<file path="config.mk">
export PLATFORM = sky130hd
export DESIGN_NAME = capture_sequencer_flat
export DESIGN_NICKNAME = d
export VERILOG_FILES = /design/src/rtl/capture_pkg.sv /design/src/rtl/capture_sequencer_if.sv /design/src/rtl/capture_sequencer_wrap_counter.sv /design/src/rtl/capture_sequencer.sv /design/src/flat_wrapper.sv
export SDC_FILE = /design/constraint.sdc
export NUM_CORES = 1
export LEC_CHECK = 0
export CORE_UTILIZATION = 30
export CTS_BUF_LIST = sky130_fd_sc_hd__clkbuf_4
export DETAILED_ROUTE_END_ITERATION = 8
export GPL_TIMING_DRIVEN = 0
export MAX_ROUTING_LAYER = met4
export PLACE_DENSITY = 0.56
export SYNTH_ARGS = -nofsm -noshare
export SYNTH_HDL_FRONTEND = slang
export SYNTH_HIERARCHICAL = 1
export SYNTH_SLANG_ARGS = --single-unit
</file>
<file path="constraint.sdc">
create_clock -name clock -period 4.31 [get_ports clock]
set_clock_uncertainty 0.15 [all_clocks]
set_input_delay 0.862 -clock clock [delete_from_list [all_inputs] [get_ports clock]]
set_output_delay 0.862 -clock clock [all_outputs]
set_load 0.05 [all_outputs]
</file>
<file path="src/rtl/capture_pkg.sv">
// rtl/capture_pkg.sv - shared types and default sizes for the capture sequencer
//
// Contents:
//   SAMPLE_WIDTH_DEF / ADDR_WIDTH_DEF : default sample word width and RAM address width
//   cap_state_t                       : capture sequencer state encoding (3 bits)
package capture_pkg;

    localparam int SAMPLE_WIDTH_DEF = 8;
    localparam int ADDR_WIDTH_DEF   = 10;

    typedef enum logic [2:0] {
        ST_IDLE      = 3'd0,
        ST_ARMING    = 3'd1,
        ST_PRETRIG   = 3'd2,
        ST_WAIT_TRIG = 3'd3,
        ST_POSTTRIG  = 3'd4,
        ST_DONE      = 3'd5
    } cap_state_t;

endpackage

</file>
<file path="src/rtl/capture_sequencer_if.sv">
// rtl/capture_sequencer_if.sv - sample input strobe and sample RAM write bus
//
// Signals:
//   valid, dataIn               : qualified sample stream (also feeds trigger_basic)
//   mem_we, mem_addr, mem_data  : write port of the external sample RAM
// Modports:
//   master : the capture sequencer (consumes samples, drives the RAM write port)
//   slave  : the environment (produces samples, observes the RAM write port)
interface capture_sequencer_if
    import capture_pkg::*;
#(
    parameter int SAMPLE_WIDTH = SAMPLE_WIDTH_DEF,
    parameter int ADDR_WIDTH   = ADDR_WIDTH_DEF
) ();

    logic                    valid;
    logic [SAMPLE_WIDTH-1:0] dataIn;
    logic                    mem_we;
    logic [ADDR_WIDTH-1:0]   mem_addr;
    logic [SAMPLE_WIDTH-1:0] mem_data;

    modport master (
        input  valid,
        input  dataIn,
        output mem_we,
        output mem_addr,
        output mem_data
    );

    modport slave (
        output valid,
        output dataIn,
        input  mem_we,
        input  mem_addr,
        input  mem_data
    );

endinterface

</file>
<file path="src/rtl/capture_sequencer_wrap_counter.sv">
// rtl/capture_sequencer_wrap_counter.sv - modulo-2**WIDTH address pointer with clear and increment
//
// Ports:
//   clock, reset : system clock, synchronous active-high reset
//   clear        : force the pointer to 0 next cycle (wins over inc)
//   inc          : advance the pointer by one, wrapping 2**WIDTH-1 -> 0
//   count        : current pointer value
module wrap_counter #(
    parameter int WIDTH = 10
) (
    input  logic             clock,
    input  logic             reset,
    input  logic             clear,
    input  logic             inc,
    output logic [WIDTH-1:0] count
);

    logic [WIDTH-1:0] count_q;
    logic [WIDTH-1:0] count_d;

    always_comb begin
        count_d = count_q;
        if (clear) begin
            count_d = '0;
        end else if (inc) begin
            // Natural overflow of the WIDTH-bit add gives the wrap.
            count_d = count_q + 1'b1;
        end
    end

    always_ff @(posedge clock) begin
        if (reset) begin
            count_q <= '0;
        end else begin
            count_q <= count_d;
        end
    end

    assign count = count_q;

endmodule

</file>
<file path="src/rtl/capture_sequencer.sv">
// rtl/capture_sequencer.sv - circular-buffer capture sequencer downstream of trigger_basic
//
// Ports:
//   clock, reset            : system clock, synchronous active-high reset
//   start, abort            : begin a capture (IDLE/DONE only) / cancel back to IDLE
//   pre_count, post_count   : pre-trigger and post-trigger sample counts, latched on start
//   run                     : trigger hit from trigger_basic (level, sampled in WAIT_TRIG)
//   arm                     : one-cycle arm pulse to trigger_basic
//   busy, done              : capture in progress / capture complete (level)
//   trig_addr, start_addr   : first post-trigger address / oldest valid sample address
//   bus                     : sample input and sample RAM write port
module capture_sequencer
    import capture_pkg::*;
#(
    parameter int SAMPLE_WIDTH = SAMPLE_WIDTH_DEF,
    parameter int ADDR_WIDTH   = ADDR_WIDTH_DEF
) (
    input  logic                  clock,
    input  logic                  reset,
    input  logic                  start,
    input  logic                  abort,
    input  logic [ADDR_WIDTH:0]   pre_count,
    input  logic [ADDR_WIDTH:0]   post_count,
    input  logic                  run,
    output logic                  arm,
    output logic                  busy,
    output logic                  done,
    output logic [ADDR_WIDTH-1:0] trig_addr,
    output logic [ADDR_WIDTH-1:0] start_addr,
    capture_sequencer_if.master   bus
);

    localparam int DEPTH = 1 << ADDR_WIDTH;
    localparam int CW    = ADDR_WIDTH + 1;

    cap_state_t            state_q, state_d;
    logic [CW-1:0]         pre_q, pre_d;
    logic [CW-1:0]         post_q, post_d;
    logic [CW-1:0]         cnt_q, cnt_d;
    logic [ADDR_WIDTH-1:0] trig_addr_q, trig_addr_d;
    logic [ADDR_WIDTH-1:0] start_addr_q, start_addr_d;
    logic                  arm_q, arm_d;
    logic                  busy_q, busy_d;
    logic                  done_q, done_d;

    logic [CW-1:0]         pre_clamped;
    logic [CW-1:0]         room;
    logic [CW-1:0]         post_clamped;
    logic [CW-1:0]         cnt_inc;
    logic [ADDR_WIDTH-1:0] wr_ptr;
    logic                  in_capture;
    logic                  trig_hit;
    logic                  write_en;
    logic                  start_ok;

    // Clamp so that pre + post never exceeds the buffer depth; a pre larger
    // than the buffer fills it entirely and leaves no room for post samples.
    always_comb begin
        pre_clamped  = (pre_count > CW'(DEPTH)) ? CW'(DEPTH) : pre_count;
        room         = CW'(DEPTH) - pre_clamped;
        post_clamped = (post_count > room) ? room : post_count;
    end

    // The trigger cycle with post == 0 must not write: that sample would
    // overwrite the oldest pre-trigger sample of a full history.
    always_comb begin
        in_capture = (state_q == ST_PRETRIG) || (state_q == ST_WAIT_TRIG) ||
                     (state_q == ST_POSTTRIG);
        trig_hit   = (state_q == ST_WAIT_TRIG) && run;
        write_en   = in_capture && bus.valid && !(trig_hit && (post_q == '0));
        cnt_inc    = cnt_q + 1'b1;
    end

    wrap_counter #(
        .WIDTH (ADDR_WIDTH)
    ) u_wr_ptr (
        .clock (clock),
        .reset (reset),
        .clear (start_ok),
        .inc   (write_en),
        .count (wr_ptr)
    );

    always_comb begin
        state_d      = state_q;
        pre_d        = pre_q;
        post_d       = post_q;
        cnt_d        = cnt_q;
        trig_addr_d  = trig_addr_q;
        start_addr_d = start_addr_q;
        start_ok     = 1'b0;

        if (abort) begin
            state_d = ST_IDLE;
        end else begin
            unique case (state_q)
                ST_IDLE, ST_DONE: begin
                    if (start) begin
                        start_ok = 1'b1;
                        state_d  = ST_ARMING;
                        pre_d    = pre_clamped;
                        post_d   = post_clamped;
                        cnt_d    = '0;
                    end
                end
                ST_ARMING: begin
                    state_d = (pre_q != '0) ? ST_PRETRIG : ST_WAIT_TRIG;
                end
                ST_PRETRIG: begin
                    if (write_en) begin
                        if (cnt_inc == pre_q) begin
                            state_d = ST_WAIT_TRIG;
                            cnt_d   = '0;
                        end else begin
                            cnt_d = cnt_inc;
                        end
                    end
                end
                ST_WAIT_TRIG: begin
                    if (run) begin
                        trig_addr_d = wr_ptr;
                        // A valid trigger-cycle sample is post sample 1, so a
                        // single-sample post window can finish right here.
                        if ((post_q == '0) || (write_en && (post_q == CW'(1)))) begin
                            state_d = ST_DONE;
                        end else begin
                            state_d = ST_POSTTRIG;
                            cnt_d   = write_en ? CW'(1) : '0;
                        end
                    end
                end
                ST_POSTTRIG: begin
                    if (write_en) begin
                        cnt_d = cnt_inc;
                        if (cnt_inc == post_q) begin
                            state_d = ST_DONE;
                        end
                    end
                end
                default: begin
                    state_d = ST_IDLE;
                end
            endcase
        end

        // trig_addr_d, not trig_addr_q: DONE can be entered straight from
        // the trigger cycle.
        if ((state_d == ST_DONE) && (state_q != ST_DONE)) begin
            start_addr_d = trig_addr_d - pre_q[ADDR_WIDTH-1:0];
        end

        arm_d  = (state_d == ST_ARMING);
        busy_d = (state_d != ST_IDLE) && (state_d != ST_DONE);
        done_d = (state_d == ST_DONE);
    end

    always_ff @(posedge clock) begin
        if (reset) begin
            state_q      <= ST_IDLE;
            pre_q        <= '0;
            post_q       <= '0;
            cnt_q        <= '0;
            trig_addr_q  <= '0;
            start_addr_q <= '0;
            arm_q        <= 1'b0;
            busy_q       <= 1'b0;
            done_q       <= 1'b0;
        end else begin
            state_q      <= state_d;
            pre_q        <= pre_d;
            post_q       <= post_d;
            cnt_q        <= cnt_d;
            trig_addr_q  <= trig_addr_d;
            start_addr_q <= start_addr_d;
            arm_q        <= arm_d;
            busy_q       <= busy_d;
            done_q       <= done_d;
        end
    end

    assign bus.mem_we   = write_en;
    assign bus.mem_addr = wr_ptr;
    assign bus.mem_data = write_en ? bus.dataIn : '0;
    assign arm          = arm_q;
    assign busy         = busy_q;
    assign done         = done_q;
    assign trig_addr    = trig_addr_q;
    assign start_addr   = start_addr_q;

endmodule

</file>
<file path="src/flat_wrapper.sv">
// flat-port wrapper written by rule: the top's interface ports become plain ports
module capture_sequencer_flat import capture_pkg::*;
#(
    parameter int SAMPLE_WIDTH = SAMPLE_WIDTH_DEF,
    parameter int ADDR_WIDTH   = ADDR_WIDTH_DEF
)
  (clock, reset, start, abort, pre_count, post_count, run, arm, busy, done, trig_addr, start_addr, bus_valid, bus_dataIn, bus_mem_we, bus_mem_addr, bus_mem_data);
  capture_sequencer_if #(.SAMPLE_WIDTH(SAMPLE_WIDTH), .ADDR_WIDTH(ADDR_WIDTH)) bus_i ();
  input  logic clock;
  input  logic reset;
  input  logic start;
  input  logic abort;
  input  logic [ADDR_WIDTH:0] pre_count;
  input  logic [ADDR_WIDTH:0] post_count;
  input  logic run;
  output logic arm;
  output logic busy;
  output logic done;
  output logic [ADDR_WIDTH-1:0] trig_addr;
  output logic [ADDR_WIDTH-1:0] start_addr;
  input wire logic [$bits(bus_i.valid)-1:0] bus_valid;
  input wire logic [$bits(bus_i.dataIn)-1:0] bus_dataIn;
  output wire logic [$bits(bus_i.mem_we)-1:0] bus_mem_we;
  output wire logic [$bits(bus_i.mem_addr)-1:0] bus_mem_addr;
  output wire logic [$bits(bus_i.mem_data)-1:0] bus_mem_data;
  assign bus_i.valid = bus_valid;
  assign bus_i.dataIn = bus_dataIn;
  assign bus_mem_we = bus_i.mem_we;
  assign bus_mem_addr = bus_i.mem_addr;
  assign bus_mem_data = bus_i.mem_data;
  capture_sequencer #(.SAMPLE_WIDTH(SAMPLE_WIDTH), .ADDR_WIDTH(ADDR_WIDTH)) u_core (.clock(clock), .reset(reset), .start(start), .abort(abort), .pre_count(pre_count), .post_count(post_count), .run(run), .arm(arm), .busy(busy), .done(done), .trig_addr(trig_addr), .start_addr(start_addr), .bus(bus_i));
endmodule
</file>
Word-level counts from Yosys, hierarchy flattened
Index checks and enable logic that the tools add are counted.
- bits in latches: 0
- bits in writable memories: 0
- memories: 0
- word-level logic and storage cells: 81
- register bits after elaboration: 69
- memory bits (read-only): 0
- shift-type cells: 0
- div/mod/pow operators: 0
- bitwise gates (word level): 1
- muxes and demuxes: 27
- $lt $le $gt $ge: 2
- multipliers: 0
- reduce and logical (&&, ||, !) cells: 20
- eq/ne operators: 17
- add/subtract/negate cells: 4
- operators by type and width (operator ; number):
    11-bit 2-to-1 mux ; 8
    11-bit one-hot mux with 4 select lines ; 1
    10-bit 2-to-1 mux ; 3
    11-bit equality test ; 2
    3-bit 2-to-1 mux ; 7
    3-bit one-hot mux with 5 select lines ; 1
    11-bit by 1-bit adder with 11-bit output, second input constant ; 1
    11-bit by 1-bit equality test with 1-bit output, second input constant ; 1
    11-bit > comparator ; 1
    11-bit > comparator, second input constant ; 1
    11-bit zero test ; 1
    11-bit nonzero test ; 1
    11-bit subtractor, first input constant ; 1
    10-bit by 1-bit adder with 10-bit output, second input constant ; 1
    10-bit subtractor ; 1
    3-bit equality test, second input constant ; 3
    8-bit 2-to-1 mux ; 1
    1-bit logical AND ; 7
    7-bit AND reduction ; 1
    3-bit by 1-bit equality test with 1-bit output, second input constant ; 2
    3-bit by 2-bit equality test with 1-bit output, second input constant ; 2
    1-bit 2-to-1 mux ; 6
    2-bit inequality test, second input constant ; 3
    3-bit inequality test, second input constant ; 2
    other kinds (9) ; 13

Logic depth before layout (Yosys ltp)
Gate-level depths: netlist of run 1.
- depth after elaboration: 13
- gate-level depth with buffers: 18
- depth with buffers taken out: 15

By module
The synthesis of run 1 kept the hierarchy.
- by module, submodules not included (module ; times used ; area each (um^2) ; sequential area each (um^2) ; cells each):
    capture_sequencer ; 1 ; 4498.1 ; 1181.1 ; 570
    wrap_counter ; 1 ; 441.7 ; 200.2 ; 48

Worst setup path before layout of run 1
No wires, ideal clock.
- kind: input to register
- start point: input pre_count[10]
- end point: register u_core.post_q[0]
- path slack: -0.001 ns
- cell stages on the path: 16
- arrival time: 4.023 ns
- library setup time: 0.138 ns
- buffers on the path: 3
- cell sequence: clkbuf_1 > clkbuf_1 > nor2b_1 > inv_1 > ha_1 > o21ai_0 > nor2_1 > nor2_1 > a311oi_1 > ha_1 > a211o_1 > or3_1 > o21ai_1 > clkbuf_1 > mux2i_1 > a211oi_1
- longest elaborated chain between the ends: 5
- ends and longest elaborated chain (element ; RTL line ; RTL):
    start: declaration ; flat_wrapper.sv:13 ; input logic [ADDR_WIDTH:0] pre_count;
    11-bit > comparator (*) ; capture_sequencer.sv:59 ; pre_clamped = (pre_count > CW'(DEPTH)) ? CW'(DEPTH) : pre_count;
    11-bit 2-to-1 mux (*) ; capture_sequencer.sv:59 ;
    via u_core.pre_clamped[0] ; capture_sequencer.sv:46 ; logic [CW-1:0] pre_clamped;
    11-bit subtractor (*) ; capture_sequencer.sv:60 ; room = CW'(DEPTH) - pre_clamped;
    11-bit > comparator ; capture_sequencer.sv:61 ; post_clamped = (post_count > room) ? room : post_count;
    11-bit 2-to-1 mux (*) ; capture_sequencer.sv:61 ;
    end signal: assignment ; capture_sequencer.sv:171 ; post_q <= post_d;
    end: declaration ; capture_sequencer.sv:38 ; logic [CW-1:0] post_q, post_d;
The timed path passes the listed nets; every way through them passes the cells marked *.
A chain may end at the register's enable or synchronous reset.

Worst setup path in the final report of run 1
- start point: input pre_count[3]
- end point: register u_core.post_q[1]
- longest elaborated chain between the ends: 5
- ends and longest elaborated chain (element ; RTL line):
    11-bit > comparator ; capture_sequencer.sv:59
    11-bit 2-to-1 mux (*) ; capture_sequencer.sv:59
    11-bit subtractor (*) ; capture_sequencer.sv:60
    11-bit > comparator ; capture_sequencer.sv:61
    11-bit 2-to-1 mux (*) ; capture_sequencer.sv:61
Mark *: on every way between the ends. The rest lies on a longest branch, timed or not.

==> impl_results.md, run 1 <==
* CP startpoint kind: input port
* Max-Cap Viols at 0
* Peak VDD IR at 0.0993 mV
* Number of synthesized flops with an enable pin at 0
* Largest net degree at the start of global routing at 14
* Initial antenna violation count at 1
* Number of max-slew violations in the final report at 0
* Hold Path Class: reg -> reg
* Crit path time final at 4.13 ns
* Syn_area_per_cell at 7.99 um2
* Pre-antenna DRT Iters at 5
* Ys flop type: dfxtp_1
* Post-Syn Instances at 618
* Share of the synthesized area in the top cell type at 28.0%
* CTS Buf Count at 9
* H-tree Lvls at 3
* Area of the mapped netlist at 4940 um2
* Vias at 4835
* Status: complete, no violations
* Worst endpoint required time at 4.46 ns
* Part of the power in registers at 47.5%
* Slowest cell delay on critical path at 0.49 ns
* Cell-internal power at 0.965 mW
* Site Rows at 46
* Worst-skew pair later-pin latency at 0.43 ns
* Logic gate share of total power at 21.3%
* Root buffer cell: clkbuf_4
* Hold Vio Cnt, Final at 0
* Power Total at 1.41 mW
* Yosys top cell by area: dfxtp_1
* Share of cells above drive strength 1 at 11.0%
* Design Area, Final at 6190 um2
* Most area-consuming cells after synthesis: dfxtp_1 (28%), ha_1 (5.8%), nor2_1 (4.9%)
* Drt first-iter violations at 314
* Maximum clock frequency at 0.242 GHz
* DP HPWL at 11800 um
* DRT Wirelength at 14900 um
* Fin Setup TNS at 0 ns
* Hold slack at 0.365 ns
* Port Buf Inserts at 76
* Number of global-route vias before repair at 4541
* Critical path class: in -> reg
* Placed cell areas at 5970 um2
* Synth unique cells at 66
* Worst path arrival time at 4.27 ns
* Least-Margin Pin Slew at 0.638 ns
* Final net count at 766
* CP max FO at 10
* Ports at 78
* Core footprint at 16000 um2
* Critical Path End Type: flip-flop
* #FFs+latches synth at 69
* Area growth syn-to-layout at 25.4%
* Sw frac at 31.7%
* Hold-fix buffers, CTS at 0
* Die area at 17000 um2
* Remaining antenna violation count at 0
* Dpl cells at 910
* Critical path, cell by cell: clkdlybuf4s50_1 -> nor3_1 -> nor3b_4 -> a21oi_1 -> o21bai_1 -> ha_1 -> a21o_1 -> a211o_1 -> or3_1 -> o21ai_4 -> buf_4 -> mux2i_1 -> a211oi_1
* Leak at 2.21 nW
* Via density per instance at 5.21
* Final Setup Violations at 0
* Initial Util at 30.9%
* Switching power at 0.447 mW
* CTS max path bufs at 2
* CTS tree: done
* Clock sink count at 69
* WL per Instance at 16.1 um
* Drt drc at 0
* Tcrit/Tclk final at 95.8%
* Max-slew headroom at 57.0%
* Warnings, synthesis at 6
* Post-route insts no fill at 928
* Bufs and invs on worst path at 2
* Clk pwr share at 31.1%
* Clock-pin slew on the worst setup and hold paths at 0.14 ns
* RD Place Congestion at 0.894
* Power Dens Cells at 228 nW/um2
* Total grt overflow at 0
* Die height at 130 um
* Register area share after synthesis at 28.0%
* CP delay by family, top: compound AO/OA/AOI/OAI gates
* GRT Total Usage at 18.7%
* Ys async rst share at 0%
* Fill cells at 1702
* Die W at 130 um
* Post-Syn Nets at 678
* Max stage delay cell, worst path: clkdlybuf4s50_1
* First-pass GRT wire length at 23700 um
-- synth_stat cells, types with 5 or more instances --
library cell,instances
nand2b_1,10
xor2_1,11
nand4b_1,6
dfxtp_1,69
mux2_2,7
a21oi_1,34
a31oi_1,5
nor2_1,65
o21a_1,12
and3_1,17
a311oi_1,8
nand4_1,5
inv_1,23
nand2_1,42
nor2b_1,23
clkbuf_1,24
or2_2,14
nand3_1,15
or3_1,9
ha_1,23
or4_1,7
a211oi_1,5
o211ai_1,6
xnor2_1,26
mux2i_1,13
o21ai_0,24
nor3b_1,5
nor3_1,15
nor4_1,11
nand3b_1,12
buf_2,8
-- sequential cells by signal (all words and copies together), names as in the netlist --
| name | count |
|---|---|
| u_core/done | 1 |
| u_core/busy | 1 |
| u_core/start_addr | 10 |
| u_core/post_q | 11 |
| u_core/pre_q | 11 |
| u_core/cnt_q | 11 |
| u_core/trig_addr | 10 |
| u_core/arm | 1 |
| u_core/u_wr_ptr/count | 10 |
| u_core/state_q | 3 |
-- final timing paths --
kind                                           from                                 to  slack (ns)  depth (start not counted)
setup / recovery                       pre_count[3]      u_core/post_q[1]$_SDFFE_PP0P_        0.18                         13
hold / removal    u_core/start_addr[6]$_SDFFE_PP0P_  u_core/start_addr[6]$_SDFFE_PP0P_        0.36                          2
setup reg to reg       u_core/state_q[0]$_SDFF_PP0_  u_core/start_addr[9]$_SDFFE_PP0P_        0.38                         14
hold reg to reg   u_core/start_addr[6]$_SDFFE_PP0P_  u_core/start_addr[6]$_SDFFE_PP0P_        0.36                          2
-- area by class of cell --
| cell class | count | area, um2 | area share [%] |
|---|---|---|---|
| diodes | 1 | 2.50 | 0.0404 |
| plain buffers | 40 | 206 | 3.33 |
| clock buffers | 9 | 67.6 | 1.09 |
| clock inverters | 7 | 73.8 | 1.19 |
| inverters | 23 | 86.3 | 1.39 |
| multi-input cells | 486 | 3340 | 53.9 |
| flip-flops and latches | 69 | 1380 | 22.3 |
| well taps | 216 | 270 | 4.36 |
| repair buffers | 77 | 768 | 12.4 |
-- cells by family (layout without fill, tap and decap cells) --
kind of cell	after synthesis	in the layout	share of synthesized area, %
XOR/XNOR	39	39	7.47
buffers and inverters	63	156	5.78
AND/OR/NAND/NOR	270	270	29.8
AO/OA/AOI/OAI	133	133	18.5
flip-flops	69	69	28.0
other	0	1	0
multiplexers	20	20	4.23
adder cells (fa/ha/maj)	24	24	6.23
-- power groups by stage --
stage / combinational, mW / clock (mW) / sequential [mW]
after floorplan: 0.186 / 0 / 0.683
after detailed placement: 0.288 / 0 / 0.686
after CTS: 0.296 / 0.454 / 0.672
final: 0.301 / 0.440 / 0.672
after global routing: 0.329 / 0.480 / 0.674
after global placement: 0.284 / 0 / 0.685
-- through the flow --
| step | utilization (%) | setup WS (ns) |
|---|---|---|
| global placement | 37.3 | -0.830 |
| global route | 38.7 | -0.00419 |
| floorplan | - | 0.0921 |
| detailed placement | 37.3 | -0.932 |
| CTS | 38.4 | 0.00581 |
| finish | 38.7 | 0.181 |
-- worst register-to-register path, stage by stage, from the launching register on --
cell      delay (ns)
dfxtp_1         0.32
clkbuf_1        0.27
clkbuf_2        0.28
nand3_1         0.17
nor2_4          0.22
buf_4           0.21
mux2_2          0.38
ha_1            0.32
o21ai_0         0.18
a21oi_1         0.08
or4_1           0.40
o311ai_0        0.18
o21ai_0         0.21
xnor2_1         0.34
a211oi_2        0.11
-- layer usage --
metal	track usage, %	vias up	wire [um]
met3	2.50	12	516
met5	-	-	0
met2	30.8	108	7230
li1	-	2401	-
met4	4.79	0	138
met1	24.0	2314	7040
-- repair_timing --
item,4_1_cts,5_1_grt
setup endpoints to repair,12,11
pin swaps,0,2
buffers inserted,0,1
resized for setup,7,16
-- layout by cell type, fill, tap and decap left out, types with 4 or more instances in the layout --
cell type and instances:
nor3b_1 4, nand3_1 15, nor4_1 11, nand4_1 5
xor2_1 11, and3_1 17, nand4b_1 6, clkbuf_4 9
nor2b_1 21, clkbuf_1 20, clkdlybuf4s50_1 76, inv_1 23
and2_1 4, buf_4 6, nand2_1 42, nand2b_1 10
a31oi_1 5, o21ai_0 23, a21oi_1 34, o21a_1 12
a211oi_1 4, nand3b_1 12, a211oi_2 4, nor3_1 15
o2111ai_1 4, o211ai_1 6, nor2_1 64, xnor2_1 26
mux2i_1 12, mux2_2 7, ha_1 23, o31ai_1 4
buf_2 8, dfxtp_1 69, or2_2 14, or3_1 9
a21o_1 4, a311oi_1 7, or4_1 7
Power figures use the tool's default switching activity.
==> inputs of run 2 (changes only) <==
--- a/config.mk
+++ b/config.mk
@@ -8,6 +8,7 @@
 export CORE_UTILIZATION = 30
 export CTS_BUF_LIST = sky130_fd_sc_hd__clkbuf_4
 export DETAILED_ROUTE_END_ITERATION = 8
+export GPL_ROUTABILITY_DRIVEN = 0
 export GPL_TIMING_DRIVEN = 0
 export MAX_ROUTING_LAYER = met4
 export PLACE_DENSITY = 0.56
==> constraint.sdc (replaced) <==
create_clock -name clock -period 4.31 [get_ports clock]
set_clock_uncertainty 0.15 [all_clocks]
set_input_delay 0.431 -clock clock [delete_from_list [all_inputs] [get_ports clock]]
set_output_delay 0.431 -clock clock [all_outputs]
set_load 0.05 [all_outputs]
==> impl_results.md, run 2 (synthesis results as in run 1) <==
* Status: complete, no violations
* Fill cells at 1685 (-1.0%)
* Ports at 78 (unchanged)
* Least-Margin Pin Slew at 0.644 ns (+0.00508 ns)
* Initial antenna violation count at 1 (unchanged)
* GRT Total Usage at 18.4% (-0.32 points)
* Die area at 17000 um2 (unchanged)
* Pre-antenna DRT Iters at 5 (unchanged)
* WL per Instance at 15.9 um (-1.3%)
* DP HPWL at 11700 um (-0.72%)
* Vias at 4777 (-1.2%)
* Crit-path most repeated cell: ha_1
* Most common cell after layout, fill and taps aside: clkdlybuf4s50_1
* Largest net degree at the start of global routing at 14 (unchanged)
* Hold-fix buffers, CTS at 0 (unchanged)
* Area growth syn-to-layout at 24.9%
* CP max FO at 10 (unchanged)
* H-tree Lvls at 3 (unchanged)
* RSZ-0062 raised after global routing: no
* Core footprint at 16000 um2 (unchanged)
* Power Dens Cells at 236 nW/um2 (+3.4%)
* Critical path depth at 14 (+1)
* Remaining antenna violation count at 0 (unchanged)
* Crit path time final at 3.95 ns (-0.183 ns)
* Hold path depth at 2 (unchanged)
* Number of max-slew violations in the final report at 0 (unchanged)
* Critical path, cell by cell: clkdlybuf4s50_1 -> nor2b_2 -> inv_1 -> ha_1 -> o21ai_0 -> nor2_1 -> a311oi_2 -> ha_1 -> a211o_1 -> or3_1 -> o21ai_2 -> clkbuf_2 -> mux2i_1 -> a211oi_1
* Critical Path End Type: flip-flop
* Drt drc at 0 (unchanged)
* Hold Path Class: reg -> reg
* CP delay by family, top: compound AO/OA/AOI/OAI gates
* Max-slew headroom at 57.1% (about the same)
* Clock sink count at 69 (unchanged)
* Initial Util at 30.9% (unchanged)
* Top Registers: u_core/cnt_q: 11 flops, u_core/post_q: 11 flops, u_core/pre_q: 11 flops
* Worst path arrival time at 4.09 ns (-0.18 ns)
* DRT Wirelength at 14700 um (-1.4%)
* Total grt overflow at 0 (unchanged)
* Max-Cap Viols at 0 (unchanged)
* CTS tree: done
* Hold Vio Cnt, Final at 0 (unchanged)
* Via density per instance at 5.15 (-1.1%)
* Max stage delay cell, worst path: clkdlybuf4s50_1
* Final Setup Violations at 0 (unchanged)
* Hold slack at 0.369 ns (+0.00448 ns)
* Peak VDD IR at 0.119 mV (+20%)
* Slowest cell delay on critical path at 0.49 ns (about the same)
* Worst-skew pair later-pin latency at 0.42 ns (about the same)
* Commonest non-fill, non-tap cells in the layout: clkdlybuf4s50_1 (76), dfxtp_1 (69), nor2_1 (64)
* Leak at 2.21 nW (-0.20%)
* CP startpoint kind: input port
* Root buffer cell: clkbuf_4
* Worst endpoint required time at 4.46 ns (about the same)
* Worst Reg-to-Reg Cells at 15 (+1)
* Maximum clock frequency at 0.253 GHz (+4.6%)
* Die W at 130 um (unchanged)
* Number of global-route vias before repair at 4614 (+1.6%)
* Clock-pin slew on the worst setup and hold paths at 0.12 ns (-0.02 ns)
* Power Total at 1.45 mW (+3.0%)
* Bufs and invs on worst path at 3 (+1)
* Die height at 130 um (unchanged)
* Final net count at 765 (-0.13%)
* Site Rows at 46 (unchanged)
* Critical path class: in -> reg
* Drt first-iter violations at 316 (+0.64%)
* Port Buf Inserts at 76 (unchanged)
* First-pass GRT wire length at 23500 um (-0.73%)
* Tcrit/Tclk final at 91.6% (-4.2 points)
* CTS max path bufs at 2 (unchanged)
* Share of cells above drive strength 1 at 10.3% (-0.69 points)
* CTS Buf Count at 9 (unchanged)
## run 2: layout make-up
type / instances / area, um2 / area share, %
Multi-Input combinational cell: 486 / 3300 / 53.4
Sequential cell: 69 / 1380 / 22.4
Timing Repair Buffer: 77 / 768 / 12.5
Tap cell: 216 / 270 / 4.38
Buffer: 39 / 199 / 3.22
Clock inverter: 7 / 97.6 / 1.58
Inverter: 23 / 86.3 / 1.40
Clock buffer: 9 / 67.6 / 1.10
Antenna cell: 1 / 2.50 / 0.0406
## run 2: worst min-delay path, cell delays in order, from the launching register on
cell and delay (ns):
dfxtp_1 0.35, mux2i_1 0.07, nor2_1 0.07
## run 2: path summary, 6_finish.rpt
check / end / slack [ns] / startpoint
max: u_core/post_q[1]$_SDFFE_PP0P_ / 0.36 / pre_count[0]
min: u_core/start_addr[7]$_SDFFE_PP0P_ / 0.37 / u_core/start_addr[7]$_SDFFE_PP0P_
max reg2reg: u_core/start_addr[9]$_SDFFE_PP0P_ / 0.44 / u_core/state_q[1]$_SDFF_PP0_
min reg2reg: u_core/start_addr[7]$_SDFFE_PP0P_ / 0.37 / u_core/start_addr[7]$_SDFFE_PP0P_
## run 2: power by group
part,internal (mW),switching [mW]
Combinational,0.131,0.161
Clock,0.237,0.253
Sequential,0.653,0.0202
## run 2: stage by stage
stage                     setup WS (ns)  setup TNS [ns]  instances  area [um2]  utilization [%]
final                             0.364               0        927        6170             38.6
after global routing             0.0620               0        927        6170             38.6
after CTS                       0.00528               0        926        6150             38.4
after detailed placement         -0.598           -5.92        910        5970             37.3
after global placement           -0.527           -5.04        910        5970             37.3
after floorplan                   0.430               0        618        4940                -
## run 2: routing by layer
layer	GRT usage (%)	wire, um
met1	23.0	6830
met3	2.38	662
met2	30.0	6960
met4	6.98	255
met5	-	0
## run 2: repair_timing
action / CTS / global route
gates cloned: 0 / 0
gates resized for setup: 4 / 6
buffers inserted: 0 / 1
pin swaps: 0 / 2
endpoints found under the setup margin: 11 / 11
==> inputs of run 3 (changes only) <==
==> constraint.sdc (replaced) <==
create_clock -name clock -period 4.31 [get_ports clock]
set_clock_uncertainty 0.15 [all_clocks]
set_input_delay 0.431 -clock clock [delete_from_list [all_inputs] [get_ports clock]]
set_output_delay 0.431 -clock clock [all_outputs]
set_load 0.02 [all_outputs]
==> results of run 3 <==
Same layout as run 2 (identical final DEF). Status: complete, no violations.
